<file path="src/rtl/qpp_pkg.sv">
// Shared constants and FSM state type for the QPP interleaver address generator.
package qpp_pkg;

    localparam int DATA_WIDTH  = 9;
    localparam int COUNT_WIDTH = 13;
    localparam int MAX_VALUE   = 20;

    typedef enum logic {
        IDLE,
        RUN
    } state_t;

endpackage

</file>
<file path="src/rtl/qpp_mod_add.sv">
// Combinational modular adder: (a + b) mod m, valid when both operands are below m.
// One extra bit of sum headroom keeps a + b < 2m exact, so a single
// conditional subtract completes the reduction.
module qpp_mod_add #(
    parameter int WIDTH = qpp_pkg::COUNT_WIDTH
) (
    input  logic [WIDTH-1:0] a,
    input  logic [WIDTH-1:0] b,
    input  logic [WIDTH-1:0] m,
    output logic [WIDTH-1:0] sum_mod
);

    logic [WIDTH:0] sum;
    logic [WIDTH:0] diff;

    assign sum  = {1'b0, a} + {1'b0, b};
    assign diff = sum - {1'b0, m};

    // Subtract the modulus once when the raw sum reaches or exceeds it
    always_comb begin
        sum_mod = sum[WIDTH-1:0];
        if (sum >= {1'b0, m}) begin
            sum_mod = diff[WIDTH-1:0];
        end
    end

endmodule

</file>
<file path="src/rtl/qpp_interleaver.sv">
// LTE turbo-code QPP interleaver address generator.
// Streams pi(i) = (f1*i + f2*i^2) mod K for i = 0..K-1, one index per clock.
// The quadratic is evaluated by second-order differences, so only modular
// adds are needed: pi(i+1) = pi(i) + g(i), g(i+1) = g(i) + 2*f2, g(0) = f1 + f2.
module qpp_interleaver #(
    parameter int DATA_WIDTH  = qpp_pkg::DATA_WIDTH,
    parameter int COUNT_WIDTH = qpp_pkg::COUNT_WIDTH,
    parameter int MAX_VALUE   = qpp_pkg::MAX_VALUE
) (
    input  logic                   clk,
    input  logic                   rst,
    input  logic                   valid_in,
    input  logic [DATA_WIDTH:0]    f1,
    input  logic [DATA_WIDTH:0]    f2,
    input  logic [COUNT_WIDTH-1:0] K,
    output logic [MAX_VALUE-1:0]   index_out,
    output logic                   index_valid_out
);

    import qpp_pkg::*;

    state_t                 state;
    logic [COUNT_WIDTH-1:0] k_reg;
    logic [COUNT_WIDTH-1:0] d_reg;
    logic [COUNT_WIDTH-1:0] pi_reg;
    logic [COUNT_WIDTH-1:0] g_reg;
    logic [COUNT_WIDTH-1:0] i_reg;

    logic [COUNT_WIDTH-1:0] f1_ext;
    logic [COUNT_WIDTH-1:0] f2_ext;
    logic [COUNT_WIDTH-1:0] g0_next;
    logic [COUNT_WIDTH-1:0] d_next;
    logic [COUNT_WIDTH-1:0] pi_next;
    logic [COUNT_WIDTH-1:0] g_next;
    logic                   last_index;

    assign f1_ext     = COUNT_WIDTH'(f1);
    assign f2_ext     = COUNT_WIDTH'(f2);
    assign last_index = (i_reg == k_reg - COUNT_WIDTH'(1));

    // Start-of-block terms come straight from the ports, before K is latched
    qpp_mod_add #(.WIDTH(COUNT_WIDTH)) u_g0_add (
        .a       (f1_ext),
        .b       (f2_ext),
        .m       (K),
        .sum_mod (g0_next)
    );

    qpp_mod_add #(.WIDTH(COUNT_WIDTH)) u_d_add (
        .a       (f2_ext),
        .b       (f2_ext),
        .m       (K),
        .sum_mod (d_next)
    );

    // Per-index recursion runs against the latched block size
    qpp_mod_add #(.WIDTH(COUNT_WIDTH)) u_pi_add (
        .a       (pi_reg),
        .b       (g_reg),
        .m       (k_reg),
        .sum_mod (pi_next)
    );

    qpp_mod_add #(.WIDTH(COUNT_WIDTH)) u_g_add (
        .a       (g_reg),
        .b       (d_reg),
        .m       (k_reg),
        .sum_mod (g_next)
    );

    // Block FSM: latch parameters on a start strobe, then emit K registered indices
    always_ff @(posedge clk or posedge rst) begin
        if (rst) begin
            state           <= IDLE;
            k_reg           <= '0;
            d_reg           <= '0;
            pi_reg          <= '0;
            g_reg           <= '0;
            i_reg           <= '0;
            index_out       <= '0;
            index_valid_out <= 1'b0;
        end else begin
            case (state)
                IDLE: begin
                    index_out       <= '0;
                    index_valid_out <= 1'b0;
                    if (valid_in && (K != '0)) begin
                        k_reg  <= K;
                        d_reg  <= d_next;
                        g_reg  <= g0_next;
                        pi_reg <= '0;
                        i_reg  <= '0;
                        state  <= RUN;
                    end
                end
                RUN: begin
                    index_out       <= MAX_VALUE'(pi_reg);
                    index_valid_out <= 1'b1;
                    pi_reg          <= pi_next;
                    g_reg           <= g_next;
                    i_reg           <= i_reg + COUNT_WIDTH'(1);
                    if (last_index) begin
                        state <= IDLE;
                    end
                end
                default: begin
                    state <= IDLE;
                end
            endcase
        end
    end

endmodule

</file>
<file path="config.mk">
export PLATFORM = sky130hd
export DESIGN_NAME = qpp_interleaver
export DESIGN_NICKNAME = d
export VERILOG_FILES = /design/src/rtl/qpp_pkg.sv /design/src/rtl/qpp_mod_add.sv /design/src/rtl/qpp_interleaver.sv
export SDC_FILE = /design/constraint.sdc
export NUM_CORES = 1
export LEC_CHECK = 0
export BUFFER_PORTS_ARGS = -buffer_cell sky130_fd_sc_hd__clkbuf_2
export CELL_PAD_IN_SITES_DETAIL_PLACEMENT = 0
export CELL_PAD_IN_SITES_GLOBAL_PLACEMENT = 1
export CORE_MARGIN = 3
export CORE_UTILIZATION = 35
export CTS_BUF_LIST = sky130_fd_sc_hd__clkbuf_8
export DETAILED_ROUTE_END_ITERATION = 12
export GPL_TIMING_DRIVEN = 0
export HOLD_SLACK_MARGIN = 0.02
export MAX_ROUTING_LAYER = met4
export PLACE_DENSITY_LB_ADDON = 0.1
export SYNTH_ARGS = -nofsm -noshare
export SYNTH_HDL_FRONTEND = slang
export SYNTH_SLANG_ARGS = --single-unit
</file>
<file path="constraint.sdc">
create_clock -name clk -period 8.34 [get_ports clk]
set_input_delay 1.668 -clock clk [delete_from_list [all_inputs] [get_ports clk]]
set_output_delay 1.668 -clock clk [all_outputs]
set_load 0.05 [all_outputs]
</file>
# --- After elaboration in Yosys (flattened, before gate mapping) ---
# Index checks and enable logic that the tools add are counted.
classes:
  n_addsub: 10
  multipliers: 0
  div_mod_pow: 0
  n_lt_le_gt_ge: 4
  eq_ne: 2
  shifts: 0
  n_mux: 14
  n_bitwise: 1
  n_reduce_logical: 3
op_table:
  columns: ["cell", "count"]
  rows:
  - ["2-to-1 mux 13 bit", 6]
  - ["one-hot mux 13 bit (2 select lines)", 3]
  - ["greater-or-equal comparator 14 x 13 -> 1 bit", 4]
  - ["subtractor 13 bit", 4]
  - ["one-hot mux 20 bit (2 select lines)", 1]
  - ["adder 13 x 13 -> 14 bit", 2]
  - ["adder 10 x 10 -> 11 bit", 2]
  - ["adder 13 x 1 -> 13 bit, second input constant", 1]
  - ["equality test 13 bit", 1]
  - ["nonzero test 13 bit", 1]
  - ["subtractor 13 x 1 -> 13 bit, second input constant", 1]
  - ["one-hot mux 1 bit (2 select lines)", 2]
  - ["2-to-1 mux 1 bit", 2]
  - ["inequality test 2 bit, second input constant", 1]
  - ["AND reduction 2 bit", 1]
  - ["logical AND 1 bit", 1]
  - ["NOT 1 bit", 1]
word_totals:
  regBits: 87
  latch_bits: 0
  ram_bits: 0
  mem_bits_ro: 0
  in_bits: 36
  out_inout_bits: 21
  elab_cells: 42
  n_memories: 0

# --- Depth between registers and ports, before layout ---
# Gate-level depths: netlist (run 1).
depth:
  ltp_word: 5
  ltp_mapped: 18

# --- Hierarchy ---
# Synthesis (run 1) repeated with hierarchy kept, for this count alone.
hier_totals:
  hier_cells: 1111
  area_unflattened_um2: 9440.3
by_module_without_submodules:
  columns: ["module", "instances", "cells_per_inst", "area_each_um2"]
  rows:
  - ["qpp_mod_add at u_d_add ...", 3, 191, 1428.9]
  - ["qpp_interleaver", 1, 348, 3718.6]
  - ["qpp_mod_add at u_pi_add", 1, 190, 1435.1]

# --- Worst setup path before layout (run 1) ---
# No wires, ideal clock.
synth_path:
  kind: "input-to-reg"
  from: "in f1[0]"
  to: "reg g_reg[1]"
  setup_ns: 0.137
  t_arrival_ns: 4.886
  required_time_ns: 8.203
  setup_slack_ns: 3.317
  cell_stages: 17
  n_path_buf: 1
  path_cell_list: "ha_1 > fa_1 > a21oi_1 > o21ai_0 > a2111oi_0 > nor2_1 > xor2_1 > ha_1 > a21o_1 > a21o_1 > a21o_1 > o2bb2ai_2 > buf_4 > mux2i_1 > nor2_1 > a211oi_1 > a21oi_1"
synth_via:
  elab_chain_len: 5
  word_cells_on_any_way: 6
  cone_classes: "add/sub: 2; order compare: 1; mux: 3"
synth_lines:
  columns: ["element", "line_no", "source"]
  rows:
  - ["start, declared", "qpp_interleaver.sv:13", "input logic [DATA_WIDTH:0] f1,"]
  - ["adder 10 x 10 -> 11 bit *", "qpp_mod_add.sv:16", "assign sum = {1'b0, a} + {1'b0, b};"]
  - ["subtractor 13 bit / greater-or-equal comparator 14 x 13 -> 1 bit (equally long branches)", "qpp_mod_add.sv:17, qpp_mod_add.sv:22", null]
  - ["2-to-1 mux 13 bit *", "qpp_mod_add.sv:22", "if (sum >= {1'b0, m}) begin"]
  - ["2-to-1 mux 13 bit *", "qpp_interleaver.sv:87", "if (valid_in && (K != '0)) begin"]
  - ["one-hot mux 13 bit (2 select lines) *", "qpp_interleaver.sv:83", "case (state)"]
  - ["end signal, assigned", "qpp_interleaver.sv:90", "g_reg <= g0_next;"]
  - ["end signal, assigned", "qpp_interleaver.sv:100", "g_reg <= g_next;"]
  - ["end, declared", "qpp_interleaver.sv:26", "logic [COUNT_WIDTH-1:0] g_reg;"]
# Every way passes the cells marked *; elsewhere a longest branch is shown, timed or not. The select of a mux whose other input is x is not followed.
# A chain may end at the register's enable or synchronous reset.

# --- Worst setup path in the final report (run 1) ---
layout_path:
  from: "in f2[0]"
  to: "reg g_reg[0]"
layout_via:
  elab_chain_len: 5
  word_cells_on_any_way: 6
  cone_classes: "add/sub: 2; order compare: 1; mux: 3"
layout_lines:
  columns: ["element", "line_no", "source"]
  rows:
  - ["start, declared", "qpp_interleaver.sv:14", "input logic [DATA_WIDTH:0] f2,"]
  - ["adder 10 x 10 -> 11 bit *", "qpp_mod_add.sv:16", null]
  - ["subtractor 13 bit / greater-or-equal comparator 14 x 13 -> 1 bit (equally long branches)", "qpp_mod_add.sv:17, qpp_mod_add.sv:22", null]
  - ["2-to-1 mux 13 bit *", "qpp_mod_add.sv:22", null]
  - ["2-to-1 mux 13 bit *", "qpp_interleaver.sv:87", null]
  - ["one-hot mux 13 bit (2 select lines) *", "qpp_interleaver.sv:83", null]
# Marks and branches as above.

==> results.md, run 1 <==
* Row cnt at 53
* Worst-Skew Late Latency at 400 ps
* Sink Count at 80
* Commonest non-fill, non-tap cell in the layout: ha_1
* Maxcap violations at 0
* CP max-delay cell: a2111oi_0
* Clock Tree Root: clkbuf_8
* Startpoint class of the critical path: input port
* Register area share after synthesis at 25.9%
* Type of the worst setup path: in2reg
* Gpl congestion at 0.826
* Delay of the slowest cell on the worst path at 620 ps
* First-pass GRT wire length at 36,600 µm
* Count of cell types in the netlist at 71
* Fin crit period at 5360 ps
* DP Cell Count at 1,254
* Dpl hpwl at 19,100 µm
* Layout area overhead at 10.7%
* Reg clk slew, reported paths at 100 ps
* Max-slew headroom at 42.0%
* H-tree Lvls at 3
* Post_cts resized at 0
* Via count at 6,737
* Crit path launch: f2[0]
* Share of layout cells above drive strength 1 at 11.1%
* GRT Util Overall at 20.3%
* Input/output buffers at 49
* Slew @ Worst Pin at 867 ps
* Peak Freq at 187 MHz
* Antenna violations before repair at 0
* WL/cell at 18.3 µm
* DRT antenna net count at 0
* First drt pass iteration count at 4
* Final Skew at 21.9 ps
* # setup viols final at 0
* I/O pins at 57
* #FFs+latches synth at 80
* Ys async rst share at 100%
* HP Class: reg2reg
* Fin. Hold Viols at 0
* Period utilisation layout at 64.3%
* Synth Instances at 923
* R2r startpoint: d_reg[1]
* Largest net degree at the start of global routing at 51
* EDFF count, synth at 0
* CP Data Required Time at 8640 ps
* Core Footprint at 0.0214 mm²
* Die Width at 155 µm
* GR Overflow Total at 0
* CP bufs+invs at 2
* Yosys warning count at 0
* Post-CTS Hold Buffers at 0
* Critical path arrival at 5660 ps
* Die area at 0.0239 mm²
* Initial core utilization at 36.2%
* Sum Neg Setup Slack at 0 ps
* Clock Path Buffers at 2
* Worst setup EP type: register
* Postcts setup bufs at 0
* Cell Area, Synth at 0.00774 mm²
* CTS tree: built
* Initial DRC Count at 248
* Hold wc startpoint: state
* RSZ-0062 raised after global routing: false
* Critical path fanouts, max at 10
* TritonCTS Buffers at 9
* Pins over their slew limit at 0
* Ant diodes at 0
* CP cell instances: clkbuf_2, ha_1, fa_1, a21oi_1, o21ai_0, a2111oi_0, nor2_1, xor2_1, ha_1, and3_1, nand3_1, o2bb2ai_2, buf_4, mux2i_1, mux2i_1, o21ai_0
* Finished Layout Cells at 1,270
* Status: complete, no violations
* DRC at 0
* Vias in the first global route at 6,486
* Layout net count at 1,119
* Vias per inst at 5.30
* Top cell family by delay on the critical path: compound AO/OA/AOI/OAI gates
* Die height at 155 µm
* WL final at 23,200 µm
* Syn Area/Cell at 8.39 µm²
* Most frequent cells in the layout: 86 x ha_1, 80 x dfrtp_1, 79 x nand2_1, 62 x a21oi_1, 61 x o21ai_0
* Most used DFF post-synth: dfrtp_1
[worst paths after layout]
check | end | depth (start not counted) | slack, ps
setup / recovery | g_reg[0] | 16 | 2980
hold / removal | index_valid_out | 0 | 380
setup reg to reg | g_reg[8] | 16 | 4060
hold reg to reg | index_valid_out | 0 | 380
max in group asynchronous | d_reg[5] | 3 | 6470
min in group asynchronous | pi_reg[12] | 2 | 1270
[per-layer routing]
metal	vias to the layer above	GRT usage, %	part of all wire, %
met5	-	-	0
met3	25	2.32	3.4
met2	125	33.1	47
met4	0	5.55	2.1
li1	3463	-	-
met1	3124	26.9	48
[metrics by stage]
step	hold slack (ps)	utilization [%]	area, µm²	setup WS (ps)
after CTS	382	40.1	8570	2920
after detailed placement	358	39.3	8380	2500
after floorplan	352	-	7760	3320
after global routing	386	40.1	8570	2660
after global placement	359	39.1	8350	2470
final	380	40.1	8570	2980
[final cells by class]
class,count,area (µm²)
multi-input cells,758,5360
fillers,2262,12800
repair buffers,50,273
clock buffers,9,124
inverters,55,209
clock inverters,7,61.3
plain buffers,36,198
well taps,275,344
flip-flops and latches,80,2000
[logic make-up (layout without fill, tap and decap cells)]
logic type      Yosys count  in the layout  synth area share (%)
simple gates            276            276                  17.1
compound gates          273            273                  23.2
fa+ha+maj                93             93                  15.7
buf+inv                  91            157                  5.22
flops                    80             80                  25.9
xor+xnor                 78             78                  8.83
mux                      31             31                  4.07
other cells               1              7                0.0485
[cell usage after synthesis (10+ instances only)]
library cell | number | area, µm²
ha_1 | 86 | 1080
dfrtp_1 | 80 | 2000
nand2_1 | 79 | 297
a21oi_1 | 62 | 310
o21ai_0 | 61 | 305
nor2_1 | 60 | 225
xnor2_1 | 56 | 490
inv_1 | 54 | 203
nand3_1 | 36 | 180
mux2i_1 | 27 | 270
nor3_1 | 23 | 115
xor2_1 | 22 | 193
clkbuf_1 | 21 | 78.8
o21ai_1 | 21 | 105
a211oi_1 | 19 | 143
a21o_1 | 19 | 143
and2_1 | 17 | 106
o21a_1 | 14 | 105
nand4_1 | 13 | 81.3
nor2b_1 | 10 | 62.6
o211ai_1 | 10 | 75.1
Power of run 1 is left out: the tool's default activity adds up to more than one toggle a clock period on the data nets, which glitch-free logic cannot reach.
==> inputs of run 2 (changes only) <==
--- a/config.mk
+++ b/config.mk
@@ -5,6 +5,7 @@
 export SDC_FILE = /design/constraint.sdc
 export NUM_CORES = 1
 export LEC_CHECK = 0
+export ABC_AREA = 1
 export BUFFER_PORTS_ARGS = -buffer_cell sky130_fd_sc_hd__clkbuf_2
 export CELL_PAD_IN_SITES_DETAIL_PLACEMENT = 0
 export CELL_PAD_IN_SITES_GLOBAL_PLACEMENT = 1
==> constraint.sdc (replaced) <==
create_clock -name clk -period 4.32 [get_ports clk]
set_input_delay 0.864 -clock clk [delete_from_list [all_inputs] [get_ports clk]]
set_output_delay 0.864 -clock clk [all_outputs]
set_load 0.05 [all_outputs]
==> run 2 against run 1 <==
Net effect:
- sequential share of layout area fell by 3.5 points
- area after synthesis is 18% higher
- critical path depth rose by 4
- largest cell class unchanged
- highest routed layer unchanged
==> results.md, run 2 <==
* Clock Power Share at 33.2%
* First drt pass iteration count at 5 (+1)
* Via count at 8,824 (+31%)
* DRC at 0 (unchanged)
* Status: complete, no violations
* TritonCTS Buffers at 9 (unchanged)
* Sum Neg Setup Slack at 0 ps (unchanged)
* I/O pins at 57 (unchanged)
* Synth Area in Compound Gates at 8.32% (-15 points)
* Largest net degree at the start of global routing at 44 (-14%)
* Die height at 168 µm (+8.4%)
* Most used DFF post-synth: dfrtp_1
* Core Footprint at 0.0255 mm² (+19%)
* Reg clk slew, reported paths at 100 ps (about the same)
* Ant diodes at 0 (unchanged)
* Critical path fanouts, max at 10 (unchanged)
* Count leader, synth: nand2_1
* Die Width at 168 µm (+8.4%)
* H-tree Lvls at 3 (unchanged)
* Synth top area share at 21.9% (-4.0 points)
* Fin crit period at 3840 ps
* Most frequent cells in the layout: 445 x nand2_1, 232 x inv_1, 127 x nand3_1, 112 x nor2_1, 86 x ha_1
* Postcts setup bufs at 0 (unchanged)
* Layout area overhead at 10.0%
* EDFF count, synth at 0 (unchanged)
* Worst setup EP type: register
* Antenna violations before repair at 0 (unchanged)
* # setup viols final at 0 (unchanged)
* Dpl hpwl at 25,500 µm (+33%)
* Clock Tree Root: clkbuf_8
* Largest family of logic cells by synthesized area: simple AND/OR/NAND/NOR gates
* Synth Instances at 1,425 (+54%)
* Row cnt at 58 (+9.4%)
* GR Overflow Total at 0 (unchanged)
* Pins over their slew limit at 0 (unchanged)
* Type of the worst setup path: in2reg
* Yosys warning count at 0 (unchanged)
* Startpoint class of the critical path: input port
* Period utilisation layout at 88.9%
* R2r startpoint: g_reg[0]
* Post-synth top cells: 445 x nand2_1, 233 x inv_1, 127 x nand3_1
* HP Class: reg2reg
* Vias in the first global route at 8,565 (+32%)
* Commonest non-fill, non-tap cell in the layout: nand2_1
* Crit path launch: f2[0]
* Critical path arrival at 4170 ps (-1490 ps)
* Post-synthesis simple-gate area fraction at 38.0% (+21 points)
* PD cells at 186 mW/mm²
* Initial DRC Count at 489 (+97%)
* Cell Area, Synth at 0.00916 mm² (+18%)
* Post-synthesis mux area share at 0% (-4.1 points)
* Worst-Skew Late Latency at 390 ps (about the same)
* Post_cts resized at 0 (unchanged)
* Max-slew headroom at 66.3% (+24 points)
* Largest cells by area after synthesis: dfrtp_1 22%, nand2_1 18%, ha_1 12%
* DRT antenna net count at 0 (unchanged)
* Fin. Hold Viols at 0 (unchanged)
* Comb power frac at 27.0%
* P_leak at 0.00547 µW
* XOR/XNOR Fraction of Synth Area at 6.08% (-2.7 points)
* Slew @ Worst Pin at 506 ps (-361 ps)
* Sink Count at 80 (unchanged)
* GRT Util Overall at 22.1% (+1.8 points)
* Post-synthesis adder-cell area fraction at 13.3% (-2.4 points)
* CP Data Required Time at 4650 ps (-3990 ps)
* Int Pwr at 1200 µW
* Vias per inst at 4.83 (-9.0%)
* First-pass GRT wire length at 47,100 µm (+29%)
* CTS tree: built
* Register area share after synthesis at 21.9% (-4.0 points)
* #FFs+latches synth at 80 (unchanged)
* Layout net count at 1,621 (+45%)
* Maximum vdd drop at 0.121 mV
* Count of cell types in the netlist at 50 (-30%)
* RSZ-0062 raised after global routing: false
* Peak Freq at 260 MHz
* Initial core utilization at 36.0% (-0.30 points)
* Clock Path Buffers at 2 (unchanged)
* Gpl congestion at 0.906 (+9.6%)
* Net Sw Power at 677 µW
* Cell taking the most area after synthesis: dfrtp_1
* Post-CTS Hold Buffers at 0 (unchanged)
* Hold wc startpoint: state
* Final Skew at 20.0 ps (-1.88 ps)
* Power, Total at 1880 µW
* WL/cell at 16.4 µm (-10%)
* Input/output buffers at 49 (unchanged)
* Share of layout cells above drive strength 1 at 9.82% (-1.2 points)
* Die area at 0.0281 mm² (+18%)
* Syn Area/Cell at 6.43 µm² (-23%)
* Ys async rst share at 100% (unchanged)
* Switching Fraction at 36.0%
* WL final at 29,900 µm (+29%)
* Maxcap violations at 0 (unchanged)
* Sequential share of power at 39.8%
[run 2: power by group through the flow]
stage	combinational, µW	clock, µW	sequential, µW
after floorplan	367	0	763
after global placement	509	0	763
after detailed placement	510	0	763
after CTS	512	638	748
after global routing	572	671	748
final	508	623	748
[run 2: cell type report]
class | instances | area, µm²
buffer | 32 | 234
clock buffer | 9 | 124
clock inverter | 7 | 85.1
fill | 2785 | 15400
inverter | 241 | 907
multi-input combinational | 1078 | 6040
sequential | 80 | 2000
tap | 330 | 413
timing repair buffer | 50 | 273
[run 2: worst max-delay path, cell delays in order]
cell	delay, ps
clkbuf_2	140
ha_1	250
fa_1	470
nand3_1	110
nand3_1	120
nand3_1	130
nand3_1	80
nand2_1	140
inv_1	60
ha_1	360
nand2_1	120
inv_1	70
nand2_1	60
nand2_1	100
a21oi_4	190
nand3_4	150
buf_8	170
nor3_1	420
nor2_1	80
nand2_1	80
[run 2: final timing paths]
| path | endpoint | slack [ps] | cells after the start |
|---|---|---|---|
| setup reg to reg | g_reg[12] | 690 | 26 |
| min in group asynchronous | i_reg[8] | 490 | 2 |
| setup / recovery | g_reg[10] | 480 | 20 |
| hold reg to reg | index_valid_out | 390 | 0 |
| max in group asynchronous | g_reg[4] | 3230 | 3 |
| hold / removal | index_valid_out | 390 | 0 |
[run 2: metrics by stage]
stage / cells / util, % / cell area [µm²] / hold WS [ps] / setup slack (ps)
after floorplan: 1431 / - / 9180 / 355 / 956
after global placement: 1810 / 38.6 / 9840 / 362 / 127
after detailed placement: 1811 / 38.7 / 9870 / 369 / 58.6
after CTS: 1827 / 39.6 / 10100 / 390 / 475
after global routing: 1827 / 39.6 / 10100 / 411 / 287
final: 1827 / 39.6 / 10100 / 389 / 480
[run 2: layer usage]
metal | wire [µm] | track usage [%] | vias up
met2 | 14800 | 38.9 | 123
li1 | - | - | 4656
met3 | 725 | 2.31 | 29
met5 | 0 | - | -
met4 | 612 | 5.34 | 0
met1 | 13800 | 27.2 | 4016
[run 2: kinds of logic (layout without fill, tap and decap cells)]
kind of cell	Yosys count	after routing
AO/OA/AOI/OAI	133	133
XOR/XNOR	62	62
adder cells (fa/ha/maj)	93	93
buffers and inverters	273	339
flip-flops	80	80
other	1	7
AND/OR/NAND/NOR	783	783
Power figures use the tool's default switching activity.
==> inputs of run 3 (changes only) <==
--- a/config.mk
+++ b/config.mk
@@ -17,6 +17,7 @@
 export HOLD_SLACK_MARGIN = 0.02
 export MAX_ROUTING_LAYER = met4
 export PLACE_DENSITY_LB_ADDON = 0.1
+export REMOVE_ABC_BUFFERS = 1
 export SYNTH_ARGS = -nofsm -noshare
 export SYNTH_HDL_FRONTEND = slang
 export SYNTH_SLANG_ARGS = --single-unit
==> run 3 against run 2 <==
Net effect:
- flip-flop and latch count stayed put
- critical path depth is 5 higher
- design area is 1.8% lower
- register-to-register slack worse by 90 ps
- setup slack better by 120 ps
- clock-buffer cell count stayed put
- wire length is 5.6% lower
- cell count is 1.7% lower
- combinational power is 4% lower
==> results.md, run 3 (synthesized netlist as in run 2, its figures left out) <==
* Commonest non-fill, non-tap cell in the layout: nand2_1
* R2r startpoint: g_reg[0]
* Input/output buffers at 49 (unchanged)
* RSZ-0062 raised after global routing: false
* Status: complete, no violations
* Maxcap violations at 0 (unchanged)
* Delay of the slowest cell on the worst path at 430 ps (-40 ps)
* Die height at 168 µm (unchanged)
* Slew @ Worst Pin at 858 ps (+353 ps)
* Worst-Skew Late Latency at 390 ps (about the same)
* Via count at 8,666 (-1.8%)
* CP max-delay cell: dfrtp_1
* Ant diodes at 0 (unchanged)
* R2r worst-path depth at 25 (-3.8%)
* Crit path launch: g_reg[0]
* Startpoint class of the critical path: register
* Most frequent CP cell: nand2_1
* Peak Freq at 269 MHz (+3.1%)
* Critical path arrival at 4000 ps (-170 ps)
* Maximum vdd drop at 0.140 mV (+16%)
* Reg area at 0.00200 mm² (about the same)
* Critical path fanouts, max at 14 (+4)
* DRT antenna net count at 0 (unchanged)
* Largest net degree at the start of global routing at 61 (+39%)
* Initial DRC Count at 402 (-18%)
* P_leak at 0.00537 µW (-1.9%)
* Final Skew at 19.1 ps (-0.986 ps)
* Sink Count at 80 (unchanged)
* Post-CTS Hold Buffers at 0 (unchanged)
* GRT Util Overall at 21.4% (-0.70 points)
* Clock Path Buffers at 2 (unchanged)
* Fin crit period at 3720 ps (-116 ps)
* WL/cell at 15.7 µm (-3.9%)
* Most frequent cells in the layout: 445 x nand2_1, 233 x inv_1, 127 x nand3_1, 112 x nor2_1, 86 x ha_1
* Area after DPL at 0.00964 mm² (-2.4%)
* Pins over their slew limit at 0 (unchanged)
* Row cnt at 58 (unchanged)
* HP Class: in2async
* First-pass GRT wire length at 46,400 µm (-1.4%)
* DRC at 0 (unchanged)
* Initial core utilization at 36.0% (unchanged)
* GR Overflow Total at 0 (unchanged)
* Die area at 0.0281 mm² (unchanged)
* Vias per inst at 4.83 (about the same)
* Power, Total at 1950 µW (+3.9%)
* First drt pass iteration count at 5 (unchanged)
* Fill cells at 2,853 (+2.4%)
* Postcts setup bufs at 0 (unchanged)
* Reg2reg end: g_reg[8]
* CP Data Required Time at 4600 ps (-50 ps)
* Type of the worst setup path: reg2reg
* CTS tree: built
* Share of layout cells above drive strength 1 at 8.19% (-1.6 points)
* Layout net count at 1,590 (-1.9%)
* # setup viols final at 0 (unchanged)
* TritonCTS Buffers at 9 (unchanged)
* Layout area overhead at 8.10%
* Fin. Hold Viols at 0 (unchanged)
* H-tree Lvls at 3 (unchanged)
* Post-route cell area at 0.00990 mm² (-1.8%)
* Reg-to-reg slack, setup at 600 ps (-90 ps)
* Multi-input gate area at 0.00604 mm² (unchanged)
* Gpl congestion at 0.913 (+0.77%)
* PD cells at 197 mW/mm² (+5.8%)
* Sum Neg Setup Slack at 0 ps (unchanged)
* Max-slew headroom at 42.8% (-24 points)
* Worst setup EP type: register
* Crit path to: g_reg[8]
* Antenna violations before repair at 0 (unchanged)
* Post_cts resized at 0 (unchanged)
* Core Footprint at 0.0255 mm² (unchanged)
* Vias in the first global route at 8,571 (+0.070%)
* Clock Tree Root: clkbuf_8
* Die Width at 168 µm (unchanged)
* Reg clk slew, reported paths at 100 ps (about the same)
* I/O pins at 57 (unchanged)
* Dpl hpwl at 23,200 µm (-9.0%)
* WL final at 28,300 µm (-5.6%)
* Period utilisation layout at 86.2% (-2.7 points)
run 3: cell types whose count changed in the layout (fill, tap and decap cells not counted), moves of 2 or more:
cell / previous run / this run
buf_2: 6 / 0
buf_4: 15 / 0
buf_6: 5 / 0
bufinv_16: 1 / 3
clkbuf_1: 3 / 0
clkinv_4: 0 / 2
clkinvlp_4: 2 / 0
inv_8: 2 / 0
run 3: power by group:
part	internal (µW)	switching (µW)	total, µW
Combinational	166	323	489
Sequential	748	0	748
Clock	386	329	716
run 3: per-layer routing:
metal	routed length (µm)	global-route usage (%)	share of wire (%)	vias to the layer above
li1	-	-	-	4585
met1	13400	27.6	47	3914
met2	13100	35.1	46	133
met3	758	1.94	2.7	34
met4	1020	7.68	3.6	0
met5	0	-	0	-
run 3: cell type report:
class / instances / share of cell area [%]
inverter: 241 / 9.16
multi-input combinational: 1078 / 61.0
sequential: 80 / 20.2
clock buffer: 9 / 1.25
timing repair buffer: 51 / 2.96
clock inverter: 7 / 1.21
tap: 330 / 4.17
run 3: worst min path at each step:
| stage | to | slack, ps | depth (start not counted) |
|---|---|---|---|
| 2_1_floorplan | d_reg[10] | 460 | 2 |
| 3_3_place_gp | d_reg[9] | 480 | 2 |
| 3_5_place_dp | d_reg[8] | 470 | 2 |
| 4_1_cts | i_reg[8] | 400 | 2 |
| 5_1_grt | i_reg[8] | 430 | 2 |
| 6_report | i_reg[8] | 410 | 2 |
run 3: critical path, delay by kind of cell, from the launching register on:
family / cells / cell delay [ps]
flip-flops: 1 / 430
AND/OR/NAND/NOR: 17 / 1710
adder cells (fa/ha/maj): 3 / 1010
AO/OA/AOI/OAI: 1 / 160
buffers and inverters: 4 / 310
run 3: through the flow:
stage                     setup slack (ps)  hold slack, ps  cells  utilization, %
after global placement                 181             479   1778            37.7
final                                  596             415   1796            38.9
after detailed placement               230             475   1779            37.8
after CTS                              564             404   1795            38.8
after floorplan                       1020             455   1399               -
after global routing                   183             425   1796            38.9
